**config.mk**
```make
export PLATFORM = sky130hd
export DESIGN_NAME = counter_b32_arbiter
export DESIGN_NICKNAME = d
export VERILOG_FILES = /design/src/rtl/counter_b32_arbiter.sv
export SDC_FILE = /design/constraint.sdc
export NUM_CORES = 1
export LEC_CHECK = 0
export ABC_CLOCK_PERIOD_IN_PS = 2900
export CORE_UTILIZATION = 30
export CTS_CLUSTER_SIZE = 30
export DETAILED_ROUTE_END_ITERATION = 10
export DONT_BUFFER_PORTS = 1
export GPL_ROUTABILITY_DRIVEN = 0
export SYNTH_ARGS = -nofsm -noshare
export SYNTH_HDL_FRONTEND = slang
export SYNTH_SLANG_ARGS = --single-unit
```
**constraint.sdc**
```tcl
create_clock -name b32_clk -period 2.9 [get_ports b32_clk]
set_input_delay 0.29 -clock b32_clk [delete_from_list [all_inputs] [get_ports b32_clk]]
set_output_delay 0.29 -clock b32_clk [all_outputs]
set_load 0.02 [all_outputs]
```
**src/rtl/counter_b32_arbiter.sv**
```systemverilog
// Round-robin scheduler sharing one counter_b32 between NREQ requesters.
// Optional macro COUNTER_B32_RCO_ABORT_EN ends a run early when b32_rco is seen high.
module counter_b32_arbiter #(
    parameter int NREQ   = 4,
    parameter int DWIDTH = 32,
    parameter int LWIDTH = 8
) (
    input  logic                     b32_clk,
    input  logic                     b32_reset,
    input  logic [NREQ-1:0]          req,
    input  logic [2*NREQ-1:0]        req_mode,
    input  logic [DWIDTH*NREQ-1:0]   req_D,
    input  logic [LWIDTH*NREQ-1:0]   req_len,
    input  logic                     b32_rco,
    output logic [NREQ-1:0]          gnt,
    output logic [NREQ-1:0]          done,
    output logic                     busy,
    output logic                     b32_enable,
    output logic [1:0]               b32_mode,
    output logic [DWIDTH-1:0]        b32_D,
    output logic                     rco_abort
);

    localparam int PW = (NREQ > 1) ? $clog2(NREQ) : 1;

    typedef enum logic [1:0] {
        IDLE  = 2'd0,
        GRANT = 2'd1,
        RUN   = 2'd2,
        DONE  = 2'd3
    } state_t;

    // Handshake: a requester holds req high until it sees done; req is only
    // looked at in IDLE, so dropping it while granted has no effect.
    state_t              state, state_next;
    logic [PW-1:0]       ptr, ptr_next;
    logic [PW-1:0]       win, win_next;
    logic [LWIDTH-1:0]   cnt, cnt_next;
    logic [NREQ-1:0]     gnt_next, done_next;
    logic                busy_next, enable_next, abort_next;
    logic [1:0]          mode_next;
    logic [DWIDTH-1:0]   d_next;
    logic                found;
    logic [PW-1:0]       pick, cand;
    logic                rco_hit;

    logic [1:0]          mode_arr [NREQ];
    logic [DWIDTH-1:0]   d_arr    [NREQ];
    logic [LWIDTH-1:0]   len_arr  [NREQ];

    for (genvar g = 0; g < NREQ; g++) begin : g_slice
        assign mode_arr[g] = req_mode[2*g +: 2];
        assign d_arr[g]    = req_D[DWIDTH*g +: DWIDTH];
        assign len_arr[g]  = req_len[LWIDTH*g +: LWIDTH];
    end

`ifdef COUNTER_B32_RCO_ABORT_EN
    assign rco_hit = b32_rco;
`else
    logic unused_rco;
    assign unused_rco = b32_rco;
    assign rco_hit    = 1'b0;
`endif

    // A load op always takes one enable cycle; a zero length counts as one.
    function automatic logic [LWIDTH-1:0] eff_len(input logic [1:0] m,
                                                  input logic [LWIDTH-1:0] l);
        if (m == 2'b11 || l == '0) return LWIDTH'(1);
        return l;
    endfunction

    always_comb begin
        state_next  = state;
        ptr_next    = ptr;
        win_next    = win;
        cnt_next    = cnt;
        mode_next   = b32_mode;
        d_next      = b32_D;
        abort_next  = 1'b0;
        found       = 1'b0;
        pick        = ptr;
        cand        = ptr;

        for (int k = 0; k < NREQ; k++) begin
            cand = PW'((int'(ptr) + k) % NREQ);
            if (!found && req[cand]) begin
                found = 1'b1;
                pick  = cand;
            end
        end

        unique case (state)
            IDLE: begin
                mode_next = '0;
                d_next    = '0;
                if (found) begin
                    state_next = GRANT;
                    win_next   = pick;
                    mode_next  = mode_arr[pick];
                    d_next     = d_arr[pick];
                    cnt_next   = eff_len(mode_arr[pick], len_arr[pick]);
                end
            end
            GRANT: state_next = RUN;
            RUN: begin
                if (cnt == LWIDTH'(1) || rco_hit) begin
                    state_next = DONE;
                    abort_next = rco_hit && (cnt != LWIDTH'(1));
                end else begin
                    cnt_next = cnt - 1'b1;
                end
            end
            DONE: begin
                state_next = IDLE;
                ptr_next   = (int'(win) == NREQ - 1) ? '0 : win + 1'b1;
                mode_next  = '0;
                d_next     = '0;
            end
            default: state_next = IDLE;
        endcase

        // Outputs are registered from the next state so they line up with it.
        gnt_next    = (state_next != IDLE) ? (NREQ'(1) << win_next) : '0;
        done_next   = (state_next == DONE) ? (NREQ'(1) << win_next) : '0;
        busy_next   = (state_next != IDLE);
        enable_next = (state_next == RUN);
    end

    always_ff @(posedge b32_clk) begin
        if (b32_reset) begin
            state      <= IDLE;
            ptr        <= '0;
            win        <= '0;
            cnt        <= '0;
            gnt        <= '0;
            done       <= '0;
            busy       <= 1'b0;
            b32_enable <= 1'b0;
            b32_mode   <= '0;
            b32_D      <= '0;
            rco_abort  <= 1'b0;
        end else begin
            state      <= state_next;
            ptr        <= ptr_next;
            win        <= win_next;
            cnt        <= cnt_next;
            gnt        <= gnt_next;
            done       <= done_next;
            busy       <= busy_next;
            b32_enable <= enable_next;
            b32_mode   <= mode_next;
            b32_D      <= d_next;
            rco_abort  <= abort_next;
        end
    end

endmodule
```
==> impl_metrics.ini, run 1 <==
[yosys]
postSynth.topFlopCell = dfxtp_1
synth-edff-count = 0
yosys-top-cells-area = dfxtp_1 (36%), mux4_2 (29%), a22o_1 (9.1%)
synthesis.yosys.warnings = 0
ys_seq_elements = 58
async_flop_share = 0
synth_nets = 452
synthDominantAreaCellType = dfxtp_1
yosys.area.top_type_share = 0.356
synthesis.area_per_instance_sq_um = 12.1
synth_sequential_area_ratio = 0.356
netlist-cell-type-count = 45
synth.top_cells.by_count = dfxtp_1 (58), mux4_2 (42), a22o_1 (34)
synthCells = 271
synth.most_common_cell = dfxtp_1
synthesis.area_sq_um = 3270

[clock_network]
ctsLongestPathBuffers = 2
numClockSinks = 58
tritoncts.num_buffers = 9
insertion_delay_ps = 350
ctsHtreeMaxLevel = 3
clkTransAtPathRegs_ps = 70
cts_tree = yes
post-cts-setup-buffers = 0
clockRootBuffer = clkbuf_8
ctsResizeCount = 0

[floorplanning]
floorplan.io_pins = 220
chipHeight_microns = 106
start_util = 0.314
std_cell_rows = 37
die-area_sq_um = 11300
floorplan.core_area_sq_um = 10400
dieWidth_microns = 106

[drt]
routed_wire_length_per_instance_microns = 23.1
highest_layer = met4
drt-pass1-iter-count = 5
m1_wire_length_microns = 3400
via_per_inst = 5.78
wl_met3_microns = 840
dr_total_vias = 2383
final_antenna_net_count = 0
drt_iter0_markers = 82
postRouteWirelength_microns = 9530
drcViolationCount = 0
met2RoutedLength_microns = 5130

[final_layout]
post-route-cell-area_sq_um = 3580
syn2layout_area_growth_pct = 9.73
fillers = 1061
post_route_cells_drive_above_1_share = 0.276
layout.nets = 452

[setup_path]
worst_path_max_fanout = 11
reg2reg_slack_ps = 410
timing.reg2reg.worst_path_depth = 7
cp.buffers_inverters = 0
critPathRequiredTime_ps = 3180
criticalPathCategory = flip-flop to flip-flop
cp-end-kind = flip-flop
critPathLaunchType = flip-flop
crit_reg_reg_endpoint = cnt[0]
critical_path.reg2reg.startpoint = ptr[1]
crit_arrival_ps = 2770
timing.critical_path.slowest_stage_cell = mux4_2
critical_path.cell_chain = nor3_1 -> or4_4 -> nand2_4 -> mux4_2 -> nor4_1 -> nand2_1 -> a31oi_1
critPathTopFamily = simple AND/OR/NAND/NOR gates
cp_slowest_stage_delay_ps = 560

[sta]
layout_worst_path_cycle_share = 0.857
final_period_minus_worst_setup_slack_ps = 2490
slew_viol_final = 0
setup_repair_after_global_routing_missed_its_margin = false
timing.final.hold_violations = 0
tns_ps = 0
fmax_mhz = 402
skew_ps = 13.2
timing.max_slew.rel_slack = 0.407
final-setup-viol-count = 0
worst_pin_slew_ps = 881

[pwr]
net_sw_frac = 0.427
power_frac_clock = 0.187
vdd.ir_drop.worst_mv = 0.333
p_comb_frac = 0.368
static-leakage-power_uw = 0.00128
power_switching_uw = 1530
share_seq_of_total_power = 0.444
intPower_uw = 2060
p_per_area_nw_per_um2 = 1000

[place]
placement.io_buffers = 0
place.detailed.hpwl_microns = 7500
dpl_cell_area_sq_um = 3400

[worst_hold_path]
min_to = cnt[0]
hold_path.startpoint = b32_reset
hold_path.class = primary input to flip-flop
hold_path_depth = 2

[global_route]
number_of_global_route_vias_before_repair = 2567
grt_pass1_wl_microns = 14000
grt_antenna_before_repair = 1
grt_max_degree = 35
gr-total-overflow = 0
grt_util_all_layers = 0.169

[run]
total_of_max_cap_violations = 0

[run_status]
run_status = complete, no violations
==> worst max path at each step <==
stage | start | endpoint | cells past startpoint
2_1_floorplan | ptr[1] | cnt[1] | 7
3_3_place_gp | ptr[1] | cnt[0] | 7
3_5_place_dp | ptr[1] | cnt[0] | 7
4_1_cts | ptr[1] | cnt[0] | 7
5_1_grt | ptr[1] | cnt[0] | 7
6_report | ptr[1] | cnt[0] | 7
==> sequential cells by signal, indices dropped and copies added (netlist names) <==
name        count
b32_D          32
b32_enable      1
b32_mode        2
busy            1
cnt             8
done            4
gnt             4
ptr             2
state           2
win             2
==> cell families after synthesis <==
family                   synth area share
AO/OA/AOI/OAI                       0.164
adder cells (fa/ha/maj)            0.0230
flip-flops                          0.356
multiplexers                        0.308
AND/OR/NAND/NOR                    0.0992
buffers and inverters              0.0464
XOR/XNOR                          0.00268
other                             0.00115
==> routing by layer <==
| metal | global-route usage | vias to the layer above |
|---|---|---|
| met5 | 0 | - |
| met3 | 0.0613 | 16 |
| met1 | 0.176 | 1168 |
| met4 | 0.0605 | 0 |
| met2 | 0.309 | 126 |
| li1 | - | 1073 |
==> metrics by stage <==
step           total power, uW  std cells  hold slack (ps)  utilization  setup WS (ps)
2_1_floorplan             2600        271              355            -            662
3_3_place_gp              2900        395              358        0.326            423
3_5_place_dp              2940        395              359        0.326            414
4_1_cts                   3640        411             75.8        0.344            400
5_1_grt                   3830        411             95.7        0.344            304
6_report                  3590        412              101        0.344            414
==> layout by cell type, fill, tap and decap left out, drive strengths merged, types with 2 or more instances in the layout <==
| master | n |
|---|---|
| nand2 | 14 |
| nand4 | 2 |
| o21ai | 7 |
| a31oi | 4 |
| dfxtp | 58 |
| a211oi | 2 |
| nand2b | 3 |
| mux4 | 42 |
| buf | 8 |
| clkinv | 3 |
| nor3 | 5 |
| inv | 8 |
| a22o | 34 |
| ha | 6 |
| nor2b | 7 |
| nand3 | 4 |
| a22oi | 3 |
| a21oi | 9 |
| nor2 | 17 |
| clkbuf | 12 |
| a21boi | 2 |
| nor4 | 5 |
| mux2i | 5 |
==> area by class of cell <==
class	instances	area (sq um)	share of cell area
clock buffer	12	155	0.0433
inverter	8	30.0	0.00838
timing repair buffer	9	82.6	0.0230
antenna	1	2.50	0.000698
clock inverter	3	15.0	0.00419
multi-input combinational	185	1970	0.549
tap	136	170	0.0475
sequential	58	1160	0.324
==> what timing repair did <==
action | 4_1_cts | 5_1_grt
hold endpoints to repair | 11 | 0
hold buffers | 1 | 0
setup endpoints to repair | 0 | 0
==> power by group through the flow <==
stage / Sequential (uW) / Clock (uW) / Combinational (uW)
floorplan: 1540 / 0 / 1070
detailed placement: 1610 / 0 / 1330
global route: 1630 / 733 / 1470
CTS: 1600 / 702 / 1340
global placement: 1610 / 0 / 1290
finish: 1600 / 672 / 1320
Power figures use the tool's default switching activity.
==> run 2: changes to the inputs <==
--- a/config.mk
+++ b/config.mk
@@ -6,7 +6,7 @@
 export NUM_CORES = 1
 export LEC_CHECK = 0
 export ABC_CLOCK_PERIOD_IN_PS = 2900
-export CORE_UTILIZATION = 30
+export CORE_UTILIZATION = 28
 export CTS_CLUSTER_SIZE = 30
 export DETAILED_ROUTE_END_ITERATION = 10
 export DONT_BUFFER_PORTS = 1
==> run 2 against run 1 <==
Sequential power about the same. Power up 15%. Cell area up 4.9%. Sequential share of layout area down 1.5 points. Critical endpoint unchanged. Critical path depth unchanged.
==> impl_metrics.ini, run 2 (synthesized netlist as in run 1, its figures left out) <==
[run_status]
run_status = complete, no violations

[pwr]
p_per_area_nw_per_um2 = 1100
static-leakage-power_uw = 0.00135
vdd.ir_drop.worst_mv = 0.346
report.power.total_uw = 4120

[clock_network]
post-cts-setup-buffers = 0
ctsResizeCount = 0
clkTransAtPathRegs_ps = 60
ctsHtreeMaxLevel = 3
numClockSinks = 58
cts_hold_repair.buffers = 0
insertion_delay_ps = 320
ctsLongestPathBuffers = 2
clockRootBuffer = clkbuf_16
tritoncts.num_buffers = 9
cts_tree = yes

[sta]
timing.final.hold_violations = 0
final_period_minus_worst_setup_slack_ps = 2490
tns_ps = 0
final-setup-viol-count = 0
fmax_mhz = 401
worst_pin_slew_ps = 805
final.setup.worst_slack_ps = 409
setup_repair_after_global_routing_missed_its_margin = false
layout_worst_path_cycle_share = 0.859
slew_viol_final = 0
skew_ps = 5.78
timing.max_slew.rel_slack = 0.458

[final_layout]
final_common_cell = dfxtp_1
layout.nets = 449
syn2layout_area_growth_pct = 15.1
layout.cells.most_common_list = dfxtp_1 (58), mux4_2 (42), a22o_1 (34), nor2_1 (17), nand2_1 (13)
utilization = 0.330
post_route_cells_drive_above_1_share = 0.278
biggestRegsByFlops = b32_D x32, cnt x8
post-route-cell-area_sq_um = 3760
largest_register = b32_D
fillers = 1134
largest_register_ffs = 32

[place]
place.detailed.hpwl_microns = 7360
placement.io_buffers = 0
dpl_cell_area_sq_um = 3390
dpl_worst_slack_ps = 422

[setup_path]
critical_path.cell_chain = nor3_1 -> or4_4 -> nand2_4 -> mux4_2 -> nor4_1 -> nand2_1 -> a31oi_1
critPathRequiredTime_ps = 3150
criticalPathCategory = flip-flop to flip-flop
cp.buffers_inverters = 0
cp-end-kind = flip-flop
crit_arrival_ps = 2740
timing.critical_path.slowest_stage_cell = mux4_2
critPathTopFamily = simple AND/OR/NAND/NOR gates
reg2reg_slack_ps = 410
cp_slowest_stage_delay_ps = 560
worst_path_max_fanout = 11
critPathLaunchType = flip-flop

[floorplanning]
floorplan.io_pins = 220
chipHeight_microns = 110
floorplan.core_area_sq_um = 11400
die-area_sq_um = 12100
std_cell_rows = 39
dieWidth_microns = 110
start_util = 0.287

[run]
total_of_max_cap_violations = 0

[drt]
postRouteWirelength_microns = 9290
drcViolationCount = 0
m1_wire_length_microns = 3210
wl_met3_microns = 904
highest_layer = met4
dr_total_vias = 2373
drt-pass1-iter-count = 6
routed_wire_length_per_instance_microns = 22.1
drt_iter0_markers = 86
met2RoutedLength_microns = 4920
via_per_inst = 5.65
final_antenna_net_count = 0

[global_route]
grt_max_degree = 35
number_of_global_route_vias_before_repair = 2368
grt_pass1_wl_microns = 12800
grt_antenna_before_repair = 3
grt_util_all_layers = 0.150
gr-total-overflow = 0

[worst_hold_path]
hold_path.class = primary input to flip-flop
run 2: path summary, 6_finish.rpt:
path / startpoint / to / cells after the start
setup / recovery: ptr[1] / cnt[0] / 7
hold / removal: b32_reset / cnt[1] / 1
setup reg to reg: ptr[1] / cnt[0] / 7
hold reg to reg: cnt[5] / cnt[5] / 2
run 2: metal layers:
metal,vias up,track usage
met5,-,0
met4,0,0.0724
met3,16,0.0476
met2,155,0.268
met1,1119,0.159
li1,1083,-
run 2: final cells by class:
class / count / area (sq um) / area share
Timing Repair Buffer: 6 / 57.6 / 0.0153
Antenna cell: 4 / 10.0 / 0.00266
Clock inverter: 5 / 100 / 0.0266
Sequential cell: 58 / 1160 / 0.309
Clock buffer: 11 / 253 / 0.0673
Inverter: 8 / 30.0 / 0.00799
Multi-Input combinational cell: 185 / 1970 / 0.523
Tap cell: 143 / 179 / 0.0476
run 2: through the flow:
step                      hold slack, ps  std cells
after floorplan                      355        271
after global placement               358        400
after detailed placement             360        400
after CTS                           11.3        416
after global routing                14.4        419
final                               28.3        420
run 2: power by group:
group	internal [uW]	switching [uW]	total (uW)	leakage, uW
logic	602	671	1270	0.000700
registers	1100	499	1600	0.000478
clock network	882	365	1250	0.000176
total	2580	1530	4120	0.00135
run 2: worst register-to-register path, delay by kind of cell (launching register included):
kind | cells | cell delay, ps
muxes | 1 | 570
and+or+nand+nor | 5 | 1270
DFF | 1 | 420
AOI/OAI and AO/OA | 1 | 170
==> run 3: changes to the inputs <==
--- a/config.mk
+++ b/config.mk
@@ -6,7 +6,8 @@
 export NUM_CORES = 1
 export LEC_CHECK = 0
 export ABC_CLOCK_PERIOD_IN_PS = 2900
-export CORE_UTILIZATION = 28
+export CORE_UTILIZATION = 45
+export CTS_CLUSTER_DIAMETER = 200
 export CTS_CLUSTER_SIZE = 30
 export DETAILED_ROUTE_END_ITERATION = 10
 export DONT_BUFFER_PORTS = 1
==> run 3 against run 2 <==
Critical endpoint unchanged. First-iteration DRC count is 17% lower. Largest cell class unchanged. Cell count is 11% lower. Maximum frequency is 0.49% higher. Sequential cell count stayed put. Critical path type unchanged. Non-clock buffer count is 3 higher. Power is 11% lower. Cell area is 5.3% lower. Die area is 37% lower. Clock power is 39% lower.
==> impl_metrics.ini, run 3 (synthesized netlist as in run 1, its figures left out) <==
[pwr]
share_seq_of_total_power = 0.437
net_sw_frac = 0.419
power_frac_clock = 0.208
p_per_area_nw_per_um2 = 1020
static-leakage-power_uw = 0.00128
power_switching_uw = 1530
vdd.ir_drop.worst_mv = 0.405
intPower_uw = 2120
p_comb_frac = 0.355

[final_layout]
biggestRegsByFlops = b32_D x32, cnt x8
layout.nets = 452
layout.cells.most_common_list = dfxtp_1 (58), mux4_2 (42), a22o_1 (34), nor2_1 (17), nand2_1 (13)
utilization = 0.515
antenna_cells_inserted = 0
final_common_cell = dfxtp_1
largest_register = b32_D
largest_register_ffs = 32
syn2layout_area_growth_pct = 9.00
post_route_cells_drive_above_1_share = 0.283

[clock_network]
clkTransAtPathRegs_ps = 70
insertion_delay_ps = 330
ctsLongestPathBuffers = 2
clockRootBuffer = clkbuf_8
numClockSinks = 58
cts_tree = yes
tritoncts.num_buffers = 9
ctsHtreeMaxLevel = 3
ctsResizeCount = 0

[sta]
tns_ps = 0
skew_ps = 11.4
final_period_minus_worst_setup_slack_ps = 2480
setup_repair_after_global_routing_missed_its_margin = false
fmax_mhz = 403
timing.final.hold_violations = 0
final-setup-viol-count = 0
timing.max_slew.rel_slack = 0.482
slew_viol_final = 0
worst_pin_slew_ps = 770
layout_worst_path_cycle_share = 0.855

[drt]
drt_iter0_markers = 71
final_antenna_net_count = 0
postRouteWirelength_microns = 8020
dr_total_vias = 2329
drt-pass1-iter-count = 4
routed_wire_length_per_instance_microns = 21.6
drcViolationCount = 0
via_per_inst = 6.26

[global_route]
grt_antenna_before_repair = 0
grt_max_degree = 36
grt_pass1_wl_microns = 11600
number_of_global_route_vias_before_repair = 2268
gr-total-overflow = 0
grt_util_all_layers = 0.206

[setup_path]
cp-end-kind = flip-flop
critical_path.cell_chain = nor3_1 -> or4_4 -> nand2_4 -> mux4_2 -> nor4_1 -> nand2_1 -> a31oi_1
critPathRequiredTime_ps = 3160
crit_arrival_ps = 2740
critPathLaunchType = flip-flop
criticalPathCategory = flip-flop to flip-flop
timing.critical_path.slowest_stage_cell = mux4_2
worst_path_max_fanout = 10
cp_slowest_stage_delay_ps = 540

[floorplanning]
dieWidth_microns = 87.2
start_util = 0.473
chipHeight_microns = 87.2
floorplan.io_pins = 220
std_cell_rows = 30
floorplan.core_area_sq_um = 6910
die-area_sq_um = 7600

[place]
placement.io_buffers = 0
place.detailed.hpwl_microns = 6160

[run]
total_of_max_cap_violations = 0

[run_status]
run_status = complete, no violations

[worst_hold_path]
hold_path.class = primary input to flip-flop
==> run 3: changes by cell type in the layout (fill, tap and decap cells not counted) <==
cell	before	now
clkinv_2	2	1
clkbuf_16	9	0
clkinvlp_4	0	3
buf_4	5	7
clkinv_4	0	1
nor2b_4	1	0
bufinv_16	3	1
diode_2	4	0
dlygate4sd3_1	0	1
nor2b_2	1	2
clkbuf_8	2	10
==> run 3: final timing paths <==
path / start / endpoint / slack, ps / cells past startpoint
min: b32_reset / cnt[1] / 20 / 1
max: ptr[1] / cnt[0] / 420 / 7
max reg2reg: ptr[1] / cnt[0] / 420 / 7
min reg2reg: cnt[5] / cnt[5] / 490 / 2
==> run 3: area by class of cell <==
class	count	area (sq um)
fillers	634	3350
inverters	8	30.0
multi-input cells	185	1960
clock buffers	10	138
repair buffers	9	82.6
flip-flops and latches	58	1160
clock inverters	6	66.3
well taps	96	120
==> run 3: timing repair <==
action                                 in CTS  in global routing
endpoints found under the hold margin       1                  0
setup buffers                               0                  0
hold buffers                                1                  0
==> run 3: metal layers <==
layer | track usage | part of all wire
met5 | 0 | 0
met4 | 0.0715 | 0.011
met3 | 0.0483 | 0.065
met2 | 0.334 | 0.50
met1 | 0.272 | 0.43
==> run 3: critical path, delay by kind of cell (launching register included) <==
kind,cells,cell delay [ps]
muxes,1,540
and+or+nand+nor,5,1260
AOI/OAI and AO/OA,1,170
DFF,1,430
==> run 3: power groups by stage <==
stage,clock [uW],combinational (uW),sequential [uW]
after floorplan,0,1070,1540
after global placement,0,1270,1610
after detailed placement,0,1290,1610
after CTS,777,1300,1600
after global routing,822,1420,1630
final,759,1290,1590
==> run 3: per-stage QoR <==
step,setup slack [ps],instance area [sq um],instances,power (uW),hold slack (ps)
2_1_floorplan,662,3270,271,2600,355
3_3_place_gp,492,3350,355,2890,359
3_5_place_dp,436,3350,355,2910,359
4_1_cts,410,3560,372,3680,2.95
5_1_grt,279,3560,372,3880,0.471
6_report,421,3560,372,3640,18.8
